$ cat config.mk
export PLATFORM = sky130hd
export DESIGN_NAME = mult_div_unit
export DESIGN_NICKNAME = d
export VERILOG_FILES = /design/src/rtl/mult_div_pkg.sv /design/src/rtl/mult_div_unit_restoring_div_step.sv /design/src/rtl/mult_div_unit.sv
export SDC_FILE = /design/constraint.sdc
export NUM_CORES = 1
export LEC_CHECK = 0
export ABC_CLOCK_PERIOD_IN_PS = 5700
export CORE_UTILIZATION = 25
export DETAILED_ROUTE_END_ITERATION = 8
export GPL_TIMING_DRIVEN = 0
export HOLD_SLACK_MARGIN = 0.1
export PLACE_DENSITY = 0.4
export SYNTH_ARGS = -nofsm -noshare
export SYNTH_HDL_FRONTEND = slang
export SYNTH_SLANG_ARGS = --single-unit
$ cat constraint.sdc
create_clock -name clock -period 5.7 [get_ports clock]
set_input_delay 0.57 -clock clock [delete_from_list [all_inputs] [get_ports clock]]
set_output_delay 0.57 -clock clock [all_outputs]
set_load 0.02 [all_outputs]
$ cat src/rtl/mult_div_pkg.sv
// Shared definitions for the multicycle multiply/divide unit:
// op codes, FSM state encoding and the iteration-counter width helper.
package mult_div_pkg;

  localparam logic OP_MULT = 1'b0;
  localparam logic OP_DIV  = 1'b1;

  typedef enum logic [1:0] {
    ST_IDLE = 2'd0,
    ST_MULT = 2'd1,
    ST_DIV  = 2'd2,
    ST_FIX  = 2'd3
  } state_e;

  // Bits needed to hold values 0..v-1; callers pass WIDTH+1 to count down from WIDTH.
  function automatic int clog2(input int v);
    int r;
    r = 0;
    for (int x = v - 1; x > 0; x = x >> 1) r++;
    return r;
  endfunction

endpackage

$ cat src/rtl/mult_div_unit_restoring_div_step.sv
// One restoring-division iteration: shift the next dividend bit into the
// partial remainder, trial-subtract the divisor, keep the difference only
// when it is non-negative, and shift the resulting quotient bit in.
module restoring_div_step #(
  parameter int WIDTH = 32
) (
  input  logic [WIDTH-1:0] rem_i,
  input  logic [WIDTH-1:0] quo_i,
  input  logic [WIDTH-1:0] div_i,
  output logic [WIDTH-1:0] rem_o,
  output logic [WIDTH-1:0] quo_o
);

  logic [WIDTH:0] shifted;
  logic [WIDTH:0] diff;

  // Trial subtract on a WIDTH+1 bit window so the shifted-out MSB is kept.
  always_comb begin
    shifted = {rem_i, quo_i[WIDTH-1]};
    diff    = shifted - {1'b0, div_i};
    if (!diff[WIDTH]) begin
      rem_o = diff[WIDTH-1:0];
      quo_o = {quo_i[WIDTH-2:0], 1'b1};
    end else begin
      rem_o = shifted[WIDTH-1:0];
      quo_o = {quo_i[WIDTH-2:0], 1'b0};
    end
  end

endmodule

$ cat src/rtl/mult_div_unit.sv
// Multicycle signed multiply (radix-2 Booth) / divide (restoring) unit
// with a start/busy/done handshake feeding the HI/LO registers.
// Optional feature macro: MULTDIV_DIVZERO_EXC_EN -- when defined, a DIV with
// a zero divisor skips iteration, leaves hi/lo unchanged and pulses div_zero.
module mult_div_unit
  import mult_div_pkg::*;
#(
  parameter int WIDTH = 32
) (
  input  logic             clock,
  input  logic             reset,
  input  logic             start,
  input  logic             op,
  input  logic [WIDTH-1:0] a,
  input  logic [WIDTH-1:0] b,
  output logic             busy,
  output logic             done,
  output logic [WIDTH-1:0] hi,
  output logic [WIDTH-1:0] lo,
  output logic             div_zero
);

  localparam int CW = clog2(WIDTH + 1);

  state_e               state_q;
  logic [CW-1:0]        cnt_q;
  logic                 op_q;
  logic                 sa_q;      // dividend sign: remainder takes it
  logic                 neg_q;     // quotient needs negation
  // Multiplicand and accumulator carry one guard bit so that subtracting
  // the most negative multiplicand cannot overflow before the shift.
  logic [WIDTH:0]       mcand_q;
  logic [2*WIDTH+1:0]   p_q;
  logic [2*WIDTH+1:0]   p_d;
  logic [WIDTH-1:0]     rem_q, rem_d;
  logic [WIDTH-1:0]     quo_q, quo_d;
  logic [WIDTH-1:0]     dvsr_q;
  logic [WIDTH-1:0]     hi_q, lo_q;
  logic                 busy_q, done_q, dz_q;
`ifdef MULTDIV_DIVZERO_EXC_EN
  logic                 dzp_q;     // current op is a divide by zero
`endif

  logic [WIDTH-1:0]     a_abs, b_abs;
  logic [WIDTH:0]       acc, acc_n;
  logic [WIDTH-1:0]     div_lo, div_hi;

  assign a_abs = a[WIDTH-1] ? -a : a;
  assign b_abs = b[WIDTH-1] ? -b : b;

  // Booth step: add/subtract multiplicand from the top half per the
  // recoded bit pair, then arithmetic shift the whole product right by one.
  always_comb begin
    acc = p_q[2*WIDTH+1:WIDTH+1];
    case (p_q[1:0])
      2'b01:   acc_n = acc + mcand_q;
      2'b10:   acc_n = acc - mcand_q;
      default: acc_n = acc;
    endcase
    p_d = {acc_n[WIDTH], acc_n, p_q[WIDTH:1]};
  end

  restoring_div_step #(.WIDTH(WIDTH)) u_div_step (
    .rem_i (rem_q),
    .quo_i (quo_q),
    .div_i (dvsr_q),
    .rem_o (rem_d),
    .quo_o (quo_d)
  );

  // Sign fix-up: truncate toward zero, so remainder follows the dividend.
  assign div_lo = neg_q ? -quo_q : quo_q;
  assign div_hi = sa_q  ? -rem_q : rem_q;

  // Control FSM, iteration datapath and registered handshake/result outputs.
  always_ff @(posedge clock or negedge reset) begin
    if (!reset) begin
      state_q <= ST_IDLE;
      cnt_q   <= '0;
      op_q    <= OP_MULT;
      sa_q    <= 1'b0;
      neg_q   <= 1'b0;
      mcand_q <= '0;
      p_q     <= '0;
      rem_q   <= '0;
      quo_q   <= '0;
      dvsr_q  <= '0;
      hi_q    <= '0;
      lo_q    <= '0;
      busy_q  <= 1'b0;
      done_q  <= 1'b0;
      dz_q    <= 1'b0;
`ifdef MULTDIV_DIVZERO_EXC_EN
      dzp_q   <= 1'b0;
`endif
    end else begin
      done_q <= 1'b0;
      dz_q   <= 1'b0;
      case (state_q)
        ST_IDLE: begin
          if (start) begin
            op_q    <= op;
            busy_q  <= 1'b1;
            cnt_q   <= CW'(WIDTH);
            mcand_q <= {a[WIDTH-1], a};
            p_q     <= {{(WIDTH+1){1'b0}}, b, 1'b0};
            rem_q   <= '0;
            quo_q   <= a_abs;
            dvsr_q  <= b_abs;
            sa_q    <= a[WIDTH-1];
            neg_q   <= a[WIDTH-1] ^ b[WIDTH-1];
            state_q <= (op == OP_DIV) ? ST_DIV : ST_MULT;
`ifdef MULTDIV_DIVZERO_EXC_EN
            dzp_q   <= (op == OP_DIV) && (b == '0);
            if ((op == OP_DIV) && (b == '0)) state_q <= ST_FIX;
`endif
          end
        end
        ST_MULT: begin
          p_q   <= p_d;
          cnt_q <= cnt_q - CW'(1);
          if (cnt_q == CW'(1)) state_q <= ST_FIX;
        end
        ST_DIV: begin
          rem_q <= rem_d;
          quo_q <= quo_d;
          cnt_q <= cnt_q - CW'(1);
          if (cnt_q == CW'(1)) state_q <= ST_FIX;
        end
        ST_FIX: begin
          state_q <= ST_IDLE;
          busy_q  <= 1'b0;
          done_q  <= 1'b1;
`ifdef MULTDIV_DIVZERO_EXC_EN
          if (dzp_q) begin
            dz_q <= 1'b1;
          end else
`endif
          if (op_q == OP_MULT) begin
            hi_q <= p_q[2*WIDTH:WIDTH+1];
            lo_q <= p_q[WIDTH:1];
          end else begin
            hi_q <= div_hi;
            lo_q <= div_lo;
          end
        end
        default: state_q <= ST_IDLE;
      endcase
    end
  end

  assign busy = busy_q;
  assign done = done_q;
  assign hi   = hi_q;
  assign lo   = lo_q;
`ifdef MULTDIV_DIVZERO_EXC_EN
  assign div_zero = dz_q;
`else
  assign div_zero = 1'b0;
  logic unused_dz;
  assign unused_dz = dz_q;
`endif

endmodule

==> run metrics, run 1 <==
final worst slack=between 600 and 700 ps; Wirelength per Cell=~21 um; crit end category=flip-flop; Max IR drop VDD=roughly 250 uV; Layout Skew=about 22 ps; slowest stage delay, CP=510 ps; Placer Congestion=~0.85; Primary FF master, synth=dfrtp_1; ANT cells=0; Final ANT Viol Nets=0; Die Area=between 70,000 and 80,000 um2; detailed placer's ending HPWL=approximately 54 mm; vias in the first global route=between 15,000 and 20,000; Row Count=98; # clock sinks=269; fin crit share=roughly nine tenths; core area=a little over 70,000 um2; cells after synthesis=between 2,000 and 2,500; final setup fails=0; net switching power figure=roughly 6900 uW; Yosys warnings=0; largest net degree at the start of global routing=around 110; Post-synth EDFFs=0; Max Cap Violations=0; commonest cells after routing, fill and taps aside=dfrtp_1 (269), nand2_1 (243), o21ai_0 (229); effective utilization at floorplan=25.40%; flop2flop setup slack=about 600 ps; post-layout minimum cycle time=slightly above 5000 ps; Global Route Usage Sum=18.25%; Pwr Density=between 600 and 700 nW/um2; total CTS buffers=36; hold crit path type=reg -> reg; Final Hold Viols=0; antenna violations before repair=1; r2r worst-path depth=13; setup TNS=0 ps; Worst Path Buf+Inv=1; nature of the critical path startpoint=flip-flop; switching share of power=between 40 and 50%; Clock Power Share=between 15 and 20%; Pleak=between 0.009 and 0.01 uW; Pint=between 7000 and 8000 uW; register area share after synthesis=36.82%; GRT overflow=0; number of cells on the critical path=13; status=complete, no violations; crit path kind=reg -> reg; largest delay contributor family on the critical path=compound AO/OA/AOI/OAI gates; Mapped Area=between 15,000 and 20,000 um2; first-pass GRT wire length=slightly above 100 mm; # DRC=0; share of cells above drive strength 1=6.864%; RSZ-0062 raised after global routing=false; Worst Hold Slack=roughly 480 ps; height of the die=between 200 and 300 um; Worst EP arrival=roughly 5600 ps; Mean Syn Cell Area=roughly 8.7 um2; post-synthesis register bit count=between 200 and 300; Flop pwr share=a little over a quarter; Distinct cells, synth=63; Area Overhead vs Synth=20.48%; clock buffer depth=3; worst path cell trace=ha_1 > clkbuf_1 > mux2i_1 > fa_1 > a21o_1 > a221oi_1 > o22ai_1 > a32o_1 > a221oi_1 > o21ai_0 > a21o_1 > a2111o_1 > nand3_1; relative slew slack=approximately 15%; Critical Path Start=p_q[1]$_DFFE_PN0P_; WP data required=approximately 6200 ps; most common cell after layout, fill and taps aside=dfrtp_1; combinational power share=just under 60%; slowest stage cell, crit path=a221oi_1; Slew Viols, Final=0; reg2reg start=p_q[1]$_DFFE_PN0P_; H-tree level count=2; CP Max Fanout=10; Post-synth ARST share=100.0%; Worst Setup EP=p_q[60]$_DFFE_PN0P_; Clock Tree Root=clkbuf_16; Initial DRC Count=roughly 900; syn nets=2,249; Net count, final=about 2,400; worst slew pin tran=1233 ps; Total Power=between 10,000 and 15,000 uW; clock-pin slew on the worst setup and hold paths=about 60 ps; dpl ws=between 600 and 700 ps; drt total wl=between 60 and 70 mm; Reg2Reg Capture Point=p_q[60]$_DFFE_PN0P_; IO Port Bufs=approximately 130; total number of vias=16,262; vias per cell=~5; die width=272.4 um; drt first pass iters=5; worst skew pair latency=560 ps; TritonCTS clock tree=done; fillers=7,649; max frequency=slightly below 0.2 GHz; IO Pins=approximately 140
## metal layers
metal | global-route usage [%] | vias to the layer above | routed length [um] | part of all wire [%]
met1 | 25.03 | 8026 | 32550 | 48
met3 | 2.151 | 61 | 2309 | 3.4
met5 | 0 | - | 0 | 0
met2 | 30.59 | 329 | 32130 | 47
li1 | - | 7846 | - | -
met4 | 3.918 | 0 | 1117 | 1.6
## flip-flops by register name (all words and copies together), names as in the netlist
signal	cells
p_q	65
dvsr_q	32
hi	32
lo	32
quo_q	32
rem_q	32
mcand_q	31
cnt_q	6
state_q	2
busy	1
done	1
neg_q	1
op_q	1
sa_q	1
## power groups by stage
stage	Clock (uW)	Sequential, uW	Combinational, uW
finish	2260	3670	8180
global route	2400	3780	9050
CTS	2330	3680	8220
detailed placement	0	3700	8190
global placement	0	3700	8110
floorplan	0	3540	5320
## kinds of logic after synthesis
kind of cell / count (synthesis) / share of synthesized area [%]
simple gates: 593 / 15.02
buf+inv: 203 / 4.229
other cells: 1 / 0.02051
xor+xnor: 199 / 9.533
compound gates: 612 / 20.29
flops: 269 / 36.82
mux: 148 / 8.664
fa+ha+maj: 78 / 5.420
## final cells by class
type	count	area (um2)	area share, %
inverters	81	304.0	1.380
clock buffers	53	1035	4.698
flip-flops and latches	269	6731	30.56
repair buffers	136	1401	6.362
well taps	950	1189	5.396
clock inverters	10	120.1	0.5453
multi-input cells	1631	10780	48.93
plain buffers	122	469.2	2.130
## cells in the mapped netlist (all sizes together), types with 9 or more instances
master | count | area, um2
nand4 | 21 | 131.4
a21oi | 172 | 860.8
xor2 | 122 | 1069
clkbuf | 110 | 412.9
nor2 | 147 | 554.3
nor4 | 12 | 75.07
o221ai | 13 | 113.9
nand3 | 27 | 135.1
inv | 81 | 304.0
a21o | 37 | 277.8
ha | 76 | 950.9
mux2i | 66 | 660.6
o21ai | 230 | 1151
o31ai | 41 | 307.8
nor2b | 9 | 56.30
buf | 12 | 56.31
nand2 | 243 | 912.1
nor3 | 29 | 145.1
or3 | 26 | 172.7
mux2 | 82 | 923.4
dfrtp | 269 | 6731
a32oi | 9 | 78.83
a22oi | 13 | 97.59
o41ai | 16 | 162.7
nand2b | 22 | 137.6
a22o | 21 | 183.9
or4 | 27 | 217.7
xnor2 | 77 | 674.4
## metrics by stage
| step | utilization, % | cells | instance area [um2] |
|---|---|---|---|
| floorplan | - | 2103 | 18280 |
| global placement | 28.90 | 3186 | 20800 |
| detailed placement | 28.99 | 3188 | 20860 |
| CTS | 30.60 | 3252 | 22030 |
| global route | 30.60 | 3252 | 22030 |
| finish | 30.60 | 3252 | 22030 |
## timing repair
item | CTS | global route
hold buffers | 1 | 0
buffers inserted | 0 | 0
resized for setup | 0 | 0
hold endpoints to repair | 64 | 0
## tightest hold or removal path, cell delays in order (launching register included)
cell and delay, ps:
dfrtp_1 340, nand2_1 50, o21ai_0 60
## worst min path at each step
| stage | slack, ps | startpoint | cells past startpoint | endpoint |
|---|---|---|---|---|
| after floorplan | 270 | reset | 0 | busy$_DFFE_PN0P_ |
| after global placement | 470 | dvsr_q[3]$_DFFE_PN0P_ | 2 | dvsr_q[3]$_DFFE_PN0P_ |
| after detailed placement | 470 | dvsr_q[13]$_DFFE_PN0P_ | 2 | dvsr_q[13]$_DFFE_PN0P_ |
| after CTS | 480 | dvsr_q[13]$_DFFE_PN0P_ | 2 | dvsr_q[13]$_DFFE_PN0P_ |
| after global routing | 500 | dvsr_q[13]$_DFFE_PN0P_ | 2 | dvsr_q[13]$_DFFE_PN0P_ |
| final | 480 | dvsr_q[13]$_DFFE_PN0P_ | 2 | dvsr_q[13]$_DFFE_PN0P_ |
No activity file was read; power rests on OpenSTA's default activity.
==> run 2, diff against run 1 <==
- CTS_CLUSTER_DIAMETER: not set -> 60
- GPL_ROUTABILITY_DRIVEN: not set -> 1
==> run 2 against run 1 <==
Fmax decreased by 0.14%. Utilization rose by 0.20 points. Register-to-register slack about the same. Clock skew decreased by 2.8 ps. Die area did not move. Sequential cell count unchanged. Count of clock-buffer cells in the layout increased by 3. Combinational power hardly changed. Sequential power barely moved. Total power rose by 1.5%. Critical path type unchanged.
==> run metrics, run 2 (synthesis results as in run 1) <==
nature of the critical path startpoint=flip-flop; net switching power figure=6904 uW (+0.40%); vias in the first global route=16,270 (-0.074%); Worst EP arrival=5590 ps (+20 ps); register with the most flip-flops=p_q; relative slew slack=14.10% (-1.4 points); crit end category=flip-flop; die width=272.4 um (unchanged); detailed placer's ending HPWL=54.20 mm (unchanged); Final ANT Viol Nets=0 (unchanged); drt first pass iters=5 (unchanged); IO Port Bufs=133 (unchanged); final core area utilization=30.81% (+0.20 points); most common cell after layout, fill and taps aside=dfrtp_1; clock-pin slew on the worst setup and hold paths=60 ps (about the same); Max Cap Violations=0 (unchanged); GRT overflow=0 (unchanged); reg2reg start=p_q[1]$_DFFE_PN0P_; Placer Congestion=0.8465 (unchanged); Area Overhead vs Synth=21.28%; post-layout minimum cycle time=5097 ps (+7.331 ps); core area=71,980 um2 (unchanged); IO Pins=135 (unchanged); share of cells above drive strength 1=7.195% (+0.33 points); Die Area=74,220 um2 (unchanged); Net count, final=2,425 (+0.083%); slowest stage delay, CP=510 ps (about the same); slowest stage cell, crit path=a221oi_1; final setup fails=0 (unchanged); Final Hold Viols=0 (unchanged); drt total wl=68.16 mm (about the same); status=complete, no violations; largest net degree at the start of global routing=109 (unchanged); clock buffer depth=3 (unchanged); hold crit path type=reg -> reg; H-tree level count=2 (unchanged); Pleak=0.009476 uW (+0.78%); setup TNS=0 ps (unchanged); CP Max Fanout=10 (unchanged); # DRC=0 (unchanged); TritonCTS clock tree=done; Register Area=6731 um2 (unchanged); final std cells w/o fill=3,257 (+0.15%); worst skew pair latency=560 ps (about the same); area of the multi-input gates=10,780 um2 (unchanged); worst path cell trace=ha_1 > clkbuf_1 > mux2i_1 > fa_1 > a21o_1 > a221oi_1 > o22ai_1 > a32o_1 > a221oi_1 > o21ai_0 > a21o_1 > a2111o_1 > nand3_1; hold_sp=dvsr_q[2]$_DFFE_PN0P_; total CTS buffers=38 (+5.6%); WHS Path Cells=2 (unchanged); Slew Viols, Final=0 (unchanged); ANT cells=0 (unchanged); antenna violations before repair=1 (unchanged); fillers=7,619 (-0.39%); first-pass GRT wire length=103.3 mm (about the same); RSZ-0062 raised after global routing=false; height of the die=272.4 um (unchanged); Flop pwr share=25.6% (-0.4 points); commonest cells after routing, fill and taps aside=dfrtp_1 (269), nand2_1 (243), o21ai_0 (229); Clock Power Share=17.2% (+1.2 points); flop2flop setup slack=600 ps (about the same); Row Count=98 (unchanged); combinational power share=57.1% (-0.9 points); Clock Tree Root=clkbuf_16; Wirelength per Cell=20.93 um (about the same); total number of vias=16,311 (+0.30%); Post-Place Cells=3,188 (unchanged); worst slew pin tran=1253 ps (+20.01 ps); Initial DRC Count=1,037 (+14%); Global Route Usage Sum=18.22% (-0.035 points); Layout Skew=19.20 ps (-2.772 ps); Pint=7408 uW (+2.5%); WP data required=6190 ps (about the same); effective utilization at floorplan=25.40% (unchanged); fin crit share=89.43% (+0.13 points); Hold Path Sink=dvsr_q[2]$_DFFE_PN0P_; Pwr Density=645.5 nW/um2 (+0.79%); max frequency=0.1962 GHz (-0.14%); max FFs per register=65 (unchanged); crit path kind=reg -> reg; switching share of power=48.24% (-0.51 points); vias per cell=5.008 (+0.15%); # clock sinks=269 (unchanged); r2r worst-path depth=13 (unchanged); Max IR drop VDD=252.3 uV (+0.28%); Reg2Reg Capture Point=p_q[60]$_DFFE_PN0P_
==> run 2: cell type report <==
type                            instances  share of cell area (%)
Tap cell                              950                   5.361
Sequential cell                       269                   30.36
Inverter                               81                   1.371
Multi-Input combinational cell       1631                   48.61
Clock inverter                         12                  0.7279
Clock buffer                           56                   5.140
Buffer                                122                   2.116
Timing Repair Buffer                  136                   6.320
==> run 2: worst max path at each step <==
stage	startpoint	end	slack, ps
finish	p_q[1]$_DFFE_PN0P_	p_q[60]$_DFFE_PN0P_	600
global route	p_q[1]$_DFFE_PN0P_	p_q[60]$_DFFE_PN0P_	310
CTS	p_q[1]$_DFFE_PN0P_	p_q[60]$_DFFE_PN0P_	630
detailed placement	p_q[1]$_DFFE_PN0P_	p_q[60]$_DFFE_PN0P_	640
global placement	reset	hi[19]$_DFFE_PN0P_	-8510
floorplan	mcand_q[3]$_DFFE_PN0P_	p_q[60]$_DFFE_PN0P_	1690
==> run 2: repair_timing <==
action,4_1_cts,5_1_grt
buffers inserted,0,0
gates resized for setup,0,0
hold buffers,1,0
hold endpoints to repair,64,0
==> run 2: metrics by stage <==
step                total power, uW  setup WS, ps  hold WS, ps  area, um2
floorplan                      8864          1690        274.4      18280
global placement              11800         -8509        471.4      20800
detailed placement            11890         642.1        471.0      20860
CTS                           14430         626.1        483.2      22170
global route                  15450         314.7        503.6      22170
finish                        14310         602.7        478.8      22170
==> run 2: power by group through the flow <==
stage | combinational (uW) | sequential [uW] | clock (uW)
after floorplan | 5320 | 3540 | 0
after global placement | 8110 | 3700 | 0
after detailed placement | 8190 | 3700 | 0
after CTS | 8220 | 3680 | 2530
after global routing | 9050 | 3780 | 2620
final | 8180 | 3670 | 2470
==> run 2: critical path, delay by kind of cell (launching register included) <==
family | cells | cell delay (ps)
buffers and inverters | 1 | 420
DFF | 1 | 500
adders and majority gates | 2 | 840
muxes | 1 | 220
AOI/OAI and AO/OA | 8 | 2950
and+or+nand+nor | 1 | 80
==> run 2: layer usage <==
layer  wire length (um)  track usage, %  vias to the layer above
met2              32250           30.61                      317
met4               1150           3.637                        0
met1              32350           24.90                     8081
met3               2417           2.327                       63
met5                  0               0                        -
li1                   -               -                     7850
==> run 3, diff against run 2 <==
- CORE_ASPECT_RATIO: not set -> 0.8
- CORE_MARGIN: not set -> 1.5
==> run 3 against run 2 <==
Global-route usage grew 0.11 points. Sequential cell count unchanged. Clock power barely moved. Utilization decreased by 0.12 points. Worst setup slack worse by 31 ps. Combinational power hardly changed. Sequential share of layout area about the same. Clock skew rose by 12 ps. Total power up 0.22%.
==> run metrics, run 3 (synthesis results as in run 1) <==
hold crit path type=reg -> reg; TritonCTS clock tree=done; Row Count=88 (-10%); Post-Place Cells=3,183 (-0.16%); commonest cells after routing, fill and taps aside=dfrtp_1 (269), nand2_1 (243), o21ai_0 (229); Global Route Usage Sum=18.32% (+0.11 points); Final ANT Viol Nets=0 (unchanged); fillers=7,668 (+0.64%); crit end category=flip-flop; die width=305.3 um (+12%); WP data required=6170 ps (-20 ps); nature of the critical path startpoint=flip-flop; Total Power=14,340 uW (+0.22%); vias in the first global route=15,991 (-1.7%); # DRC=0 (unchanged); H-tree level count=2 (unchanged); height of the die=244.9 um (-10%); Pwr Density=647.1 nW/um2 (+0.26%); # clock sinks=269 (unchanged); drt total wl=69.36 mm (+1.8%); Clock Tree Root=clkbuf_16; max frequency=0.1950 GHz (-0.60%); vias per cell=5.071 (+1.3%); effective utilization at floorplan=25.31% (-0.089 points); relative slew slack=32.69% (+19 points); Wirelength per Cell=21.33 um (+1.9%); Initial DRC Count=1,100 (+6.1%); Net count, final=2,424 (-0.041%); Max IR drop VDD=251.4 uV (-0.36%); Layout Skew=31.20 ps (+12.00 ps); post-layout minimum cycle time=5128 ps (+30.63 ps); max FFs per register=65 (unchanged); Placer Congestion=0.8433 (-0.38%); crit path kind=reg -> reg; core area=72,230 um2 (+0.35%); clock buffer depth=3 (unchanged); GRT overflow=0 (unchanged); fin crit share=89.96% (+0.54 points); status=complete, no violations; clock-pin slew on the worst setup and hold paths=60 ps (about the same); most common cell after layout, fill and taps aside=dfrtp_1; hold_sp=dvsr_q[30]$_DFFE_PN0P_; register with the most flip-flops=p_q; final setup fails=0 (unchanged); Register Area=6731 um2 (unchanged); reg2reg start=p_q[1]$_DFFE_PN0P_; post-cts resize count=0 (unchanged); Max Cap Violations=0 (unchanged); total number of vias=16,490 (+1.1%); first-pass GRT wire length=104.0 mm (+0.64%); Area Overhead vs Synth=21.23% (about the same); IO Port Bufs=133 (unchanged); Final Hold Viols=0 (unchanged); final std cells w/o fill=3,252 (-0.15%); Worst EP arrival=5600 ps (about the same); area of the multi-input gates=10,780 um2 (unchanged); total CTS buffers=37 (-2.6%); RSZ-0062 raised after global routing=false; Pleak=0.009472 uW (about the same); Die Area=74,770 um2 (+0.75%); worst slew pin tran=1010 ps (-243.1 ps); CP Max Fanout=10 (unchanged); share of cells above drive strength 1=7.292% (+0.096 points); Critical Path Start=p_q[1]$_DFFE_PN0P_; antenna violations before repair=2 (+1); Slew Viols, Final=0 (unchanged); detailed placer's ending HPWL=55.40 mm (+2.2%); Worst Hold Slack=480.3 ps (+1.489 ps); worst skew pair latency=570 ps (about the same); largest net degree at the start of global routing=111 (+1.8%); IO Pins=135 (unchanged); drt first pass iters=5 (unchanged)
## run 3: metal layers
metal  routed length (um)  share of wire (%)  global-route usage [%]
met1                36250                 52                   28.36
met2                28570                 41                   26.54
met3                 3558                5.1                   2.892
met4                  985                1.4                   3.292
met5                    0                  0                       0
## run 3: timing repair
item,CTS,global route
buffers inserted,0,0
setup endpoints to repair,0,0
hold buffers,1,0
endpoints found under the hold margin,80,0
## run 3: cell type report
class,instances,share of cell area [%]
multi-input cells,1631,48.63
flip-flops and latches,269,30.37
plain buffers,122,2.117
clock inverters,18,1.010
repair buffers,136,6.323
clock buffers,47,4.810
inverters,81,1.372
diodes,3,0.03387
well taps,945,5.335
## run 3: path summary, 6_finish.rpt
path / end / slack (ps) / depth (start not counted)
worst max-delay path: p_q[60]$_DFFE_PN0P_ / 570 / 14
worst min-delay path: dvsr_q[30]$_DFFE_PN0P_ / 480 / 2
worst max register to register: p_q[60]$_DFFE_PN0P_ / 570 / 14
worst min register to register: dvsr_q[30]$_DFFE_PN0P_ / 480 / 2
max in group asynchronous: lo[3]$_DFFE_PN0P_ / 3600 / 4
min in group asynchronous: p_q[54]$_DFFE_PN0P_ / 620 / 2
## run 3: power breakdown
part	internal (uW)	total, uW	switching, uW	leakage, uW
Combinational	3160	8160	5000	0.00545
Clock	1510	2470	962	0.000631
Sequential	2720	3710	992	0.00339
## run 3: through the flow
step	setup TNS, ps	setup slack [ps]	util (%)	instance area, um2
after detailed placement	0	577.1	28.88	20860
after floorplan	0	1690	-	18280
after CTS	0	544.0	30.67	22160
final	0	572.1	30.69	22160
after global placement	-2282930	-8561	28.79	20800
after global routing	0	196.9	30.67	22160
## run 3: critical path, cell delays in order (launching register included)
cell	delay, ps
dfrtp_1	530
ha_1	390
clkbuf_1	400
a21oi_1	100
xnor2_1	260
ha_1	340
and3_1	230
a221oi_1	500
o22ai_1	290
a32o_1	360
a221oi_1	440
o21ai_0	380
a21o_1	330
a2111o_1	420
nand3_1	80
==> RTL change 1: new RTL, flow settings as in run 2 <==
Re-encode `state_e` (4 states) as one-hot, 4 bits wide.
--- a/src/rtl/mult_div_pkg.sv
+++ b/src/rtl/mult_div_pkg.sv
@@ -5,11 +5,11 @@
   localparam logic OP_MULT = 1'b0;
   localparam logic OP_DIV  = 1'b1;
 
-  typedef enum logic [1:0] {
-    ST_IDLE = 2'd0,
-    ST_MULT = 2'd1,
-    ST_DIV  = 2'd2,
-    ST_FIX  = 2'd3
+  typedef enum logic [3:0] {
+    ST_IDLE = 4'b0001,
+    ST_MULT = 4'b0010,
+    ST_DIV  = 4'b0100,
+    ST_FIX  = 4'b1000
   } state_e;
 
   // Bits needed to hold values 0..v-1; callers pass WIDTH+1 to count down from WIDTH.
Behaviour: same outputs for any inputs over 10 cycles, from zero or initial values and one cycle with reset low; not proved beyond that.
==> RTL change 1 against run 2 <==
Routed wire length grew 7.3%; clock skew grew 9.7 ps; sequential cell count grew 2; design area grew 0.28%; total power shrank 34%; setup slack lost 100 ps; first-iteration DRC count grew 31%; count of clock-buffer cells in the layout shrank 3; fmax shrank 2.0%; synthesized area shrank 0.23%; via count grew 5.8%; largest power group unchanged; highest routed layer unchanged.
==> RTL change 1: results <==
[placed_design]
dp_hpwl_um = 58910
place_inst = 3327
placed_area_sq_um = 20820
routabilityCongestion = 0.8890
post-place-ws_ps = 538.6

[hold_path]
min_from = "hi[6]$_DFFE_PN0P_"

[global_routing]
track_usage_pct = 19.49
first_global_vias = 17020
use_met1_pct = 27.60
grt_pass1_wl_um = 108800
use_met3_pct = 2.627

[run_status]
status = "finished clean"

[pwr]
ir_drop_v = 0.0001761
power.leakage_nw = 9.625

[drt]
viasPerCell = 5.073
wl_met3_um = 3079
wl_um = 73130
drtIter0Drc = 1360
drt_pass1_iterations = 6

[critical_path]
reg2reg_slack_ps = 500
reg2reg_depth = 14
crit_arrival_ps = 5620
cp-startpoint = "mcand_q[3]$_DFFE_PN0P_"
critPathMaxFanout = 7

[clocking]
cts_buffers = 41

[logic_synthesis]
synth_fp_nets = 2384
syn-instance-count = 2242
synthTopCellsByArea = "dfrtp_1, o21ai_0, nand2_1, xor2_1, ha_1"
synth_seq_area_share_pct = 37.18
synthTopCellsByCount = "nand2_1, o21ai_0, dfrtp_1"

[cells_and_area]
nets = 2563
instances_no_fill = 3403
fillCellCount = 7759

[sta]
finClkSkew_ps = 28.94
## RTL change 1: cell families (layout without fill, tap and decap cells)
group / count (synthesis) / in the layout / share of synthesized area [%]
AOI/OAI and AO/OA: 668 / 668 / 22.08
xor gates and xnor gates: 203 / 203 / 9.747
adders and majority gates: 74 / 74 / 5.158
buffers and inverters: 200 / 410 / 4.150
DFF: 271 / 271 / 37.18
muxes: 48 / 48 / 2.634
other: 1 / 2 / 0.02056
and+or+nand+nor: 777 / 777 / 19.03
## RTL change 1: report_power, final
group	switching (W)	internal [W]
clock	0.00103	0.00159
combinational	0.00257	0.00155
sequential	0.000479	0.00225
## RTL change 1: critical path, stage by stage, from the launching register on
cell	delay, ps
dfrtp_1	450
or4_1	500
or3_1	340
nor3_1	690
nor2_1	110
xnor2_1	310
ha_1	340
and4_1	270
and3_1	210
a31oi_1	230
a32oi_1	260
a31oi_1	560
nor2_1	100
o311ai_0	530
a21oi_1	140
## RTL change 1: cell type report
cell class                 count  area [sq um]  share of cell area, %
multi-input combinational   1771         10700                  48.13
sequential                   271          6783                  30.50
timing repair buffer         136          1401                  6.302
clock buffer                  53          1194                  5.368
tap                          950          1189                  5.346
buffer                       127         483.0                  2.172
inverter                      73         274.0                  1.232
clock inverter                21         207.7                 0.9341
antenna                        1         2.502                0.01125
## RTL change 1: worst min-delay path by stage
stage                                         to  slack [ps]  depth (start not counted)
final                          hi[6]$_DFFE_PN0P_         480                          2
after global routing          hi[15]$_DFFE_PN0P_         500                          2
after CTS                 dvsr_q[16]$_DFFE_PN0P_         480                          2
after detailed placement  dvsr_q[16]$_DFFE_PN0P_         470                          2
after global placement        hi[30]$_DFFE_PN0P_         460                          2
after floorplan                 busy$_DFFE_PN0P_         270                          0
==> RTL change 2: new RTL, config.mk and constraints of run 2 <==
Without the edit above. Add a define of `MULTDIV_DIVZERO_EXC_EN`.
--- a/src/rtl/mult_div_unit.sv
+++ b/src/rtl/mult_div_unit.sv
@@ -2,6 +2,8 @@
 // with a start/busy/done handshake feeding the HI/LO registers.
 // Optional feature macro: MULTDIV_DIVZERO_EXC_EN -- when defined, a DIV with
 // a zero divisor skips iteration, leaves hi/lo unchanged and pulses div_zero.
+`define MULTDIV_DIVZERO_EXC_EN
+
 module mult_div_unit
   import mult_div_pkg::*;
 #(
Behaviour: not the same (a bounded check fails within 4 cycles, from zero or initial values and one cycle with reset low).
==> RTL change 2 against run 2 <==
Combinational power up 14%; design area shrank 0.29%; total power increased by 10%; clock skew grew 9.1 ps; synthesized area fell by 0.85%; via count rose by 2.7%; setup slack improved by 360 ps; routed wire length rose by 3.9%; sequential cell count is 2 higher; die area fell by 0.84%; critical path depth grew 1; synthesized cell count is 4.1% higher.
==> RTL change 2: results <==
[global_routing]
track_usage_pct = 18.86
antenna_found_initial = 1
grt_pass1_wl_um = 106100
grt_max_degree = 117

[critical_path]
crit_path_max_incr_delay_ps = 620
critPathMaxFanout = 7
critPathSlowestCell = "nor3_1"
cpLargestDelayFamily = "simple AND/OR/NAND/NOR gates"
crit_arrival_ps = 5180

[logic_synthesis]
synth_seq_area_share_pct = 37.41
synth_fp_nets = 2335
synthTopCellsByArea = "dfrtp_1, o21ai_0, nand2_1, xor2_1, ha_1"
synth_top_area_share_pct = 37.41
dominantRegCellSynth = "dfrtp_1"
yosys_warnings = 0
synth_cell_type_count = 64
synthTopCellsByCount = "nand2_1, o21ai_0, dfrtp_1"

[cells_and_area]
drive_gt1_share_pct = 3.953
nets = 2516
largest-register = "p_q"

[pwr]
ir_drop_v = 0.0003117
sw_frac_of_total_pct = 50.15
power.leakage_nw = 9.283

[placed_design]
io_buffers = 134
routabilityCongestion = 0.8652
dp_hpwl_um = 56000

[clocking]
post_cts_resize_count = 0
root_buffer = "clkbuf_16"
cts_buffer_depth = 3
cts_buffers = 42
clk_latency_ps = 580
htree_levels = 2

[sta]
finClkSkew_ps = 28.30
tightestPinTransition_ps = 1246

[drt]
drtIter0Drc = 1075
vias = 16750
drt_pass1_iterations = 5
wl_per_cell_um = 21.11
drc_errors = 0

[run_status]
status = "finished clean"

[hold_path]
min_path_type = "reg -> reg"
[RTL change 2: per-layer routing]
metal	routed length (um)	vias up	GRT usage, %
met4	906	0	3.785
li1	-	8105	-
met5	0	-	0
met3	2541	57	2.017
met2	33630	335	31.55
met1	33720	8256	26.15
[RTL change 2: cell families after synthesis]
kind of cell,count (synthesis),synth area share [%]
buffers and inverters,188,4.038
adder cells (fa/ha/maj),78,5.467
AND/OR/NAND/NOR,686,16.82
XOR/XNOR,208,10.05
multiplexers,72,3.989
AO/OA/AOI/OAI,686,22.23
flip-flops,271,37.41
[RTL change 2: path summary, 6_finish.rpt]
check                                              from                      to  slack, ps  depth (start not counted)
max in group asynchronous                         reset  dvsr_q[27]$_DFFE_PN0P_       3680                          4
worst max-delay path            mcand_q[10]$_DFFE_PN0P_     p_q[64]$_DFFE_PN0P_        960                         14
min in group asynchronous                         reset     p_q[50]$_DFFE_PN0P_        520                          2
worst min register to register       hi[10]$_DFFE_PN0P_      hi[10]$_DFFE_PN0P_        480                          2
worst min-delay path                 hi[10]$_DFFE_PN0P_      hi[10]$_DFFE_PN0P_        480                          2
worst max register to register  mcand_q[10]$_DFFE_PN0P_     p_q[64]$_DFFE_PN0P_        960                         14
[RTL change 2: power groups by stage]
stage	clock [W]	sequential (W)	combinational, W
final	0.00258	0.00390	0.00932
after global routing	0.00274	0.00401	0.0103
after CTS	0.00265	0.00391	0.00937
after detailed placement	0	0.00394	0.00933
after global placement	0	0.00394	0.00928
after floorplan	0	0.00367	0.00622
[RTL change 2: stage by stage]
stage                     instance area (sq um)  std cells  utilization (%)  worst slack [ps]  total power (W)
final                                     22110       3354            30.88             959.1          0.01580
after global routing                      22110       3353            30.87             465.3          0.01710
after CTS                                 22110       3353            30.87             895.5          0.01593
after global placement                    20660       3273            28.85             -8867          0.01321
after floorplan                           18130       2189                -              1856         0.009892
after detailed placement                  20720       3275            28.93             918.5          0.01326
[RTL change 2: final cells by class]
cell class              count  area [sq um]
flip-flops and latches    271          6782
diodes                      1         2.502
well taps                 950          1189
fillers                  7659         49500
clock inverters            20         192.7
clock buffers              57          1187
multi-input cells        1730         10610
repair buffers            137          1411
inverters                  71         266.5
plain buffers             117         465.4
[RTL change 2: what timing repair did]
item	CTS	global route
hold endpoints to repair	70	0
hold buffers	1	0
buffers inserted	0	0
[RTL change 2: worst register-to-register path: cells and delay by family, from the launching register on]
kind            cells  cell delay [ps]
fa+ha+maj           1              420
xor+xnor            2              430
compound gates      4             1030
flops               1              430
simple gates        7             2320
